[src/rtl/mem_arbiter.sv]
// -----------------------------------------------------------------------------
// mem_arbiter
//
// Shares the single line-wide main-memory port between the I-cache (client 0)
// and the D-cache (client 1). One requester at a time is granted. Its
// rw/addr/wdata are latched and forwarded to memory. The result goes back to
// that requester only, as a one-cycle ready pulse with the read line. A
// watchdog aborts a transfer that memory never completes. An aborted transfer
// returns ready with rdata=0 and pulses err.
//
// Compile-time option:
//   ARB_DCACHE_PRIO_EN  defined   -> D-cache wins every tie (fixed priority)
//                       undefined -> round-robin on ties (default)
//
// Ports:
//   clk        clock, all state changes on the rising edge
//   rst        asynchronous active-low reset (0 = reset)
//   i_req      I-cache request, held with stable fields until i_ready
//   i_rw       I-cache direction: 0 = line read, 1 = line write
//   i_addr     I-cache line address
//   i_wdata    I-cache write line
//   i_rdata    I-cache read line, valid while i_ready=1, otherwise holds
//   i_ready    I-cache one-cycle completion pulse
//   d_*        same set of signals for the D-cache
//   mem_req    memory request, held until mem_ready or abort
//   mem_rw     latched direction
//   mem_addr   latched line address
//   mem_wdata  latched write line
//   mem_rdata  memory read line, valid with mem_ready
//   mem_ready  one-cycle completion pulse from memory
//   grant      current owner: 00 none, 01 I-cache, 10 D-cache
//   err        one-cycle pulse on watchdog abort (coincides with owner ready)
// -----------------------------------------------------------------------------
module mem_arbiter #(
   parameter int ADDR_W  = 32,
   parameter int LINE_W  = 128,
   parameter int TIMEOUT = 255,
   parameter int CNT_W   = 8
) (
   input  logic              clk,
   input  logic              rst,
   input  logic              i_req,
   input  logic              i_rw,
   input  logic [ADDR_W-1:0] i_addr,
   input  logic [LINE_W-1:0] i_wdata,
   output logic [LINE_W-1:0] i_rdata,
   output logic              i_ready,
   input  logic              d_req,
   input  logic              d_rw,
   input  logic [ADDR_W-1:0] d_addr,
   input  logic [LINE_W-1:0] d_wdata,
   output logic [LINE_W-1:0] d_rdata,
   output logic              d_ready,
   output logic              mem_req,
   output logic              mem_rw,
   output logic [ADDR_W-1:0] mem_addr,
   output logic [LINE_W-1:0] mem_wdata,
   input  logic [LINE_W-1:0] mem_rdata,
   input  logic              mem_ready,
   output logic [1:0]        grant,
   output logic              err
);

   typedef enum logic [1:0] {
      ST_IDLE = 2'd0,
      ST_WAIT = 2'd1,
      ST_RESP = 2'd2
   } state_t;

   // Final WAIT cycle value of the watchdog: the counter is 0 in the first
   // WAIT cycle, so mem_req stays high for exactly TIMEOUT cycles on abort.
   localparam logic [CNT_W-1:0] CNT_LAST = CNT_W'(TIMEOUT - 1);

   state_t            state_reg;
   logic              last_grant_reg;   // 0 = I-cache, 1 = D-cache
   logic              owner_reg;        // client owning the current transfer
   logic [CNT_W-1:0]  cnt_reg;          // watchdog
   logic [1:0]        ready_reg;        // index 0 = I-cache, 1 = D-cache
   logic [LINE_W-1:0] rdata_reg [2];

   // Grant decision in IDLE: 1 selects the D-cache.
   logic pick_d;

   always_comb begin
      pick_d = 1'b0;
      if (d_req && !i_req) begin
         pick_d = 1'b1;
      end else if (d_req && i_req) begin
`ifdef ARB_DCACHE_PRIO_EN
         pick_d = 1'b1;
`else
         // Serve whoever did not own the previous transfer.
         pick_d = ~last_grant_reg;
`endif
      end
   end

   always_ff @(posedge clk or negedge rst) begin
      if (!rst) begin
         state_reg      <= ST_IDLE;
         last_grant_reg <= 1'b1;        // I-cache wins the first tie
         owner_reg      <= 1'b0;
         cnt_reg        <= '0;
         ready_reg      <= '0;
         rdata_reg[0]   <= '0;
         rdata_reg[1]   <= '0;
         mem_req        <= 1'b0;
         mem_rw         <= 1'b0;
         mem_addr       <= '0;
         mem_wdata      <= '0;
         grant          <= 2'b00;
         err            <= 1'b0;
      end else begin
         case (state_reg)
            ST_IDLE: begin
               if (i_req || d_req) begin
                  owner_reg      <= pick_d;
                  last_grant_reg <= pick_d;
                  cnt_reg        <= '0;
                  mem_req        <= 1'b1;
                  mem_rw         <= pick_d ? d_rw    : i_rw;
                  mem_addr       <= pick_d ? d_addr  : i_addr;
                  mem_wdata      <= pick_d ? d_wdata : i_wdata;
                  grant          <= pick_d ? 2'b10   : 2'b01;
                  state_reg      <= ST_WAIT;
               end
            end

            ST_WAIT: begin
               cnt_reg <= cnt_reg + 1'b1;
               // Completion beats the watchdog when both land together.
               if (mem_ready) begin
                  mem_req              <= 1'b0;
                  rdata_reg[owner_reg] <= mem_rdata;
                  ready_reg[owner_reg] <= 1'b1;
                  state_reg            <= ST_RESP;
               end else if (cnt_reg == CNT_LAST) begin
                  mem_req              <= 1'b0;
                  err                  <= 1'b1;
                  rdata_reg[owner_reg] <= '0;
                  ready_reg[owner_reg] <= 1'b1;
                  state_reg            <= ST_RESP;
               end
            end

            ST_RESP: begin
               // The owner drops its request on this edge, so IDLE only
               // sees fresh or still-pending requests.
               ready_reg <= '0;
               err       <= 1'b0;
               grant     <= 2'b00;
               state_reg <= ST_IDLE;
            end

            default: begin
               state_reg <= ST_IDLE;
            end
         endcase
      end
   end

   assign i_ready = ready_reg[0];
   assign d_ready = ready_reg[1];
   assign i_rdata = rdata_reg[0];
   assign d_rdata = rdata_reg[1];

endmodule
[config.mk]
export PLATFORM = sky130hd
export DESIGN_NAME = mem_arbiter
export DESIGN_NICKNAME = d
export VERILOG_FILES = /design/src/rtl/mem_arbiter.sv
export SDC_FILE = /design/constraint.sdc
export NUM_CORES = 1
export LEC_CHECK = 0
export CELL_PAD_IN_SITES_DETAIL_PLACEMENT = 0
export CELL_PAD_IN_SITES_GLOBAL_PLACEMENT = 2
export CORE_AREA = 5 5 336 338
export CTS_CLUSTER_SIZE = 28
export DETAILED_ROUTE_END_ITERATION = 16
export DIE_AREA = 0 0 341 343
export DONT_BUFFER_PORTS = 1
export PLACE_DENSITY_LB_ADDON = 0.1
export SYNTH_ARGS = -nofsm -noshare
export SYNTH_HDL_FRONTEND = slang
export SYNTH_SLANG_ARGS = --single-unit
[constraint.sdc]
create_clock -name clk -period 3 [get_ports clk]
set_input_delay 0.45 -clock clk [delete_from_list [all_inputs] [get_ports clk]]
set_output_delay 0.45 -clock clk [all_outputs]
set_load 0.03 [all_outputs]
==> flow_results.xml <==
<?xml version="1.0" encoding="UTF-8"?>
<metrics>
  <group name="global_routing">
    <metric name="grt.total_usage" unit="%">11.9</metric>
    <metric name="grt_pass1_wl" unit="mm">102</metric>
    <metric name="grt_start_max_net_pins" unit="">436</metric>
    <metric name="antenna_violations_before_repair" unit="">7</metric>
    <metric name="first_global_vias" unit="">12964</metric>
    <metric name="gr_overflow_total" unit="">0</metric>
  </group>
  <group name="detailed_routing">
    <metric name="antenna_violating_nets_post_route" unit="">0</metric>
    <metric name="drt-initial-drc-count" unit="">598</metric>
    <metric name="wl_per_cell" unit="um">24.4</metric>
    <metric name="drt-pass1-iter-count" unit="">5</metric>
    <metric name="wl" unit="mm">74.4</metric>
    <metric name="drc" unit="">0</metric>
    <metric name="route.vias.total" unit="">12096</metric>
    <metric name="vias_per_cell" unit="">3.97</metric>
  </group>
  <group name="cells_and_area">
    <metric name="layout.area.seq" unit="sq um">10900</metric>
    <metric name="layout_cells_sized_above_1" unit="%">7.35</metric>
    <metric name="filler_cell_count_in_the_final_layout" unit="">11787</metric>
    <metric name="layout.core_utilization" unit="%">20.9</metric>
    <metric name="synthToLayoutAreaGrowth" unit="%">33.0</metric>
    <metric name="multi_input_combinational_cell_area" unit="sq um">5690</metric>
    <metric name="finish.net_count" unit="">2031</metric>
  </group>
  <group name="die">
    <metric name="initial_utilization" unit="%">15.7</metric>
    <metric name="fp.dieArea" unit="sq um">117000</metric>
    <metric name="placementRows" unit="">122</metric>
    <metric name="boundaryPins" unit="">878</metric>
    <metric name="core_area" unit="sq um">110000</metric>
    <metric name="die-height" unit="um">343</metric>
    <metric name="die_w" unit="um">341</metric>
  </group>
  <group name="critical_path">
    <metric name="ff2ff_setup_slack" unit="ns">0.29</metric>
    <metric name="reg2reg_from" unit="">last_grant_reg</metric>
    <metric name="required" unit="ns">3.48</metric>
    <metric name="timing.critical_path.depth" unit="">7</metric>
    <metric name="worst-path-max-fanout" unit="">63</metric>
    <metric name="slowest_stage" unit="">sky130_fd_sc_hd__dlygate4sd3_1</metric>
    <metric name="crit_path_cell_trace" unit="">nand2_1, nand2_4, buf_12, buf_4, mux2i_1, dlygate4sd3_1, o21ai_0</metric>
    <metric name="timing.critical_path.from" unit="">last_grant_reg</metric>
    <metric name="worst_setup_path_endpoint" unit="">mem_wdata[38]</metric>
    <metric name="max_stage_delay" unit="ns">0.56</metric>
    <metric name="ff2ff_path_depth" unit="">7</metric>
    <metric name="criticalPathCategory" unit="">flop to flop</metric>
    <metric name="critical_path.n_buffers_inverters" unit="">3</metric>
    <metric name="worstReg2RegEnd" unit="">mem_wdata[38]</metric>
    <metric name="end_kind" unit="">flop</metric>
    <metric name="critical-path-top-delay-family" unit="">buffers and inverters</metric>
    <metric name="crit_path_start_kind" unit="">flop</metric>
    <metric name="timing.critical_path.arrival" unit="ns">3.19</metric>
  </group>
  <group name="synth">
    <metric name="seq_total_area_yosys" unit="%">63.0</metric>
    <metric name="synth_top_family_by_area" unit="">compound AO/OA/AOI/OAI gates</metric>
    <metric name="syn_area_per_cell" unit="sq um">12.7</metric>
    <metric name="synthDominantCellAreaShare" unit="%">62.8</metric>
    <metric name="synth-seq-cells" unit="">435</metric>
    <metric name="netlist-cell-type-count" unit="">32</metric>
    <metric name="yosys.area_share.simple" unit="%">4.52</metric>
    <metric name="fraction_of_the_mapped_netlist_area_in_compound_gates" unit="%">18.6</metric>
    <metric name="synth.cell_area" unit="sq um">17300</metric>
    <metric name="synth.top_cells.by_area" unit="">sky130_fd_sc_hd__dfrtp_1 63%, sky130_fd_sc_hd__a22o_1 13%, sky130_fd_sc_hd__mux2i_1 9.4%</metric>
    <metric name="synth_edf_count" unit="">0</metric>
    <metric name="synth_adder_area_share" unit="%">0.145</metric>
    <metric name="synth_xor_xnor_area_share" unit="%">0</metric>
    <metric name="yosysTopAreaCell" unit="">sky130_fd_sc_hd__dfrtp_1</metric>
    <metric name="synthMuxAreaShare" unit="%">9.44</metric>
    <metric name="synthesis.nets" unit="">1819</metric>
    <metric name="yosysWarningCount" unit="">0</metric>
    <metric name="synthArstFlopShare" unit="%">100</metric>
    <metric name="synthFlopType" unit="">sky130_fd_sc_hd__dfrtp_1</metric>
    <metric name="postSynthCellCount" unit="">1362</metric>
  </group>
  <group name="timing">
    <metric name="final.setup_skew" unit="ns">0.0188</metric>
    <metric name="setup_total_negative_slack" unit="ns">0</metric>
    <metric name="fin_crit_sh" unit="%">90.4</metric>
    <metric name="post-route-min-period" unit="ns">2.71</metric>
    <metric name="worst_hold_margin" unit="ns">-0.471</metric>
    <metric name="worst_slew_margin_rel" unit="%">4.16</metric>
    <metric name="setup_viol_count_final" unit="">0</metric>
    <metric name="tightestPinTransition" unit="ns">1.44</metric>
    <metric name="final_hold_viol_count" unit="">434</metric>
    <metric name="rsz0062_at_grt" unit="">false</metric>
    <metric name="drv_slew" unit="">0</metric>
    <metric name="max_freq" unit="GHz">0.369</metric>
  </group>
  <group name="cts">
    <metric name="clk_path_buf_depth" unit="">3</metric>
    <metric name="cts.repair_timing.setup_buffer_count" unit="">0</metric>
    <metric name="clk_pin_slew_worst_paths" unit="ns">0.06</metric>
    <metric name="clock_tree.htree_level_count" unit="">2</metric>
    <metric name="clock_buffer_count_from_cts" unit="">55</metric>
    <metric name="post_cts.resized_instances" unit="">0</metric>
    <metric name="tritoncts" unit="">built</metric>
    <metric name="cts_hold_repair.buffers" unit="">246</metric>
    <metric name="root_buffer" unit="">sky130_fd_sc_hd__clkbuf_16</metric>
    <metric name="numClockSinks" unit="">435</metric>
    <metric name="worstSkewPairLatency" unit="ns">0.63</metric>
  </group>
  <group name="placement">
    <metric name="final_hpwl_from_detailed_placement" unit="mm">52.5</metric>
    <metric name="io_buffer_count" unit="">0</metric>
    <metric name="weighted_congestion_reported_at_the_end_of_routability_driven_placement" unit="">0.739</metric>
  </group>
  <group name="power_and_ir_drop">
    <metric name="vdd_drop_max" unit="mV">0.354</metric>
    <metric name="cellPowerDensity" unit="nW/um^2">1260</metric>
    <metric name="p_int" unit="mW">15.1</metric>
    <metric name="power_switching" unit="mW">13.8</metric>
    <metric name="p_total" unit="mW">28.9</metric>
    <metric name="sequential_power_share" unit="%">58.2</metric>
    <metric name="p_sw_share" unit="%">47.9</metric>
    <metric name="static_leakage" unit="nW">10.5</metric>
    <metric name="power.share.clock" unit="%">23.2</metric>
    <metric name="comb_power_share" unit="%">18.6</metric>
  </group>
  <group name="outcome">
    <metric name="outcome" unit="">finished with violations</metric>
    <metric name="violations" unit="">negative hold slack</metric>
  </group>
  <group name="run">
    <metric name="number_of_max_capacitance_violations_reported" unit="">0</metric>
  </group>
  <group name="min_path">
    <metric name="min-delay-path-class" unit="">input port to asynchronous set/reset pin</metric>
  </group>
</metrics>
power groups by stage:
stage | Combinational, mW | Clock, mW | Sequential (mW)
finish | 5.38 | 6.71 | 16.8
global route | 6.07 | 7.23 | 17.2
CTS | 5.53 | 7.02 | 17.1
detailed placement | 5.15 | 0 | 17.1
global placement | 5.02 | 0 | 17.3
floorplan | 4.08 | 0 | 15.4
layout make-up:
cell class,instances,share of cell area [%]
clock buffers,79,6.77
inverters,7,0.114
repair buffers,269,12.2
well taps,1426,7.76
clock inverters,23,1.02
multi-input cells,806,24.7
flip-flops and latches,435,47.4
diodes,1,0.0109
metal layers:
layer | vias to the layer above | wire [um] | GRT usage, %
met5 | - | 21 | 0
met4 | 4 | 2200 | 3.64
met1 | 6006 | 27300 | 13.3
met3 | 104 | 6750 | 4.49
li1 | 5409 | - | -
met2 | 573 | 38100 | 21.2
how the worst min path moves through the flow:
stage	cells past startpoint	endpoint
global placement	0	d_rdata[62]
floorplan	0	cnt_reg[0]
CTS	0	i_rdata[63]
detailed placement	0	d_rdata[66]
global route	0	d_rdata[66]
finish	0	i_rdata[64]
cell usage after synthesis (all sizes together) (2+ instances only):
| library cell | n |
|---|---|
| o21ai | 173 |
| nor2 | 4 |
| ha | 2 |
| dfrtp | 434 |
| clkbuf | 27 |
| a31oi | 3 |
| nand2 | 174 |
| nand2b | 2 |
| nand4 | 3 |
| nor3 | 3 |
| nand3 | 8 |
| buf | 87 |
| inv | 7 |
| a22o | 257 |
| mux2i | 163 |
| a21oi | 4 |
kinds of logic after synthesis:
group	after synthesis
buffers and inverters	121
adder cells (fa/ha/maj)	2
AND/OR/NAND/NOR	197
flip-flops	435
multiplexers	163
AO/OA/AOI/OAI	444
per-stage QoR:
stage / worst slack (ns) / instance area [sq um] / std cells
after floorplan: 1.44 / 17300 / 1362
after global placement: 0.824 / 18700 / 2697
after detailed placement: 0.826 / 18700 / 2697
after CTS: 0.351 / 23000 / 3045
after global routing: 0.132 / 23000 / 3046
final: 0.288 / 23000 / 3046
cells in the final DEF (no fill, tap or decap), types with 2 or more instances in the layout:
| cell type | instances |
|---|---|
| sky130_fd_sc_hd__ha_1 | 2 |
| sky130_fd_sc_hd__bufinv_16 | 4 |
| sky130_fd_sc_hd__a21oi_1 | 4 |
| sky130_fd_sc_hd__buf_12 | 14 |
| sky130_fd_sc_hd__buf_4 | 9 |
| sky130_fd_sc_hd__clkbuf_16 | 55 |
| sky130_fd_sc_hd__dfrtp_1 | 434 |
| sky130_fd_sc_hd__dlygate4sd3_1 | 246 |
| sky130_fd_sc_hd__nor2_1 | 3 |
| sky130_fd_sc_hd__nand3_1 | 7 |
| sky130_fd_sc_hd__a22o_1 | 257 |
| sky130_fd_sc_hd__inv_6 | 3 |
| sky130_fd_sc_hd__a31oi_1 | 3 |
| sky130_fd_sc_hd__mux2i_1 | 163 |
| sky130_fd_sc_hd__clkinv_2 | 13 |
| sky130_fd_sc_hd__inv_1 | 5 |
| sky130_fd_sc_hd__nand2_4 | 2 |
| sky130_fd_sc_hd__nor3_1 | 2 |
| sky130_fd_sc_hd__inv_2 | 2 |
| sky130_fd_sc_hd__clkbuf_1 | 15 |
| sky130_fd_sc_hd__clkinvlp_4 | 3 |
| sky130_fd_sc_hd__clkbuf_8 | 9 |
| sky130_fd_sc_hd__o21ai_0 | 173 |
| sky130_fd_sc_hd__nand4_1 | 3 |
| sky130_fd_sc_hd__nand2b_1 | 2 |
| sky130_fd_sc_hd__nand2_1 | 172 |
(Power assumes the default switching activity.)
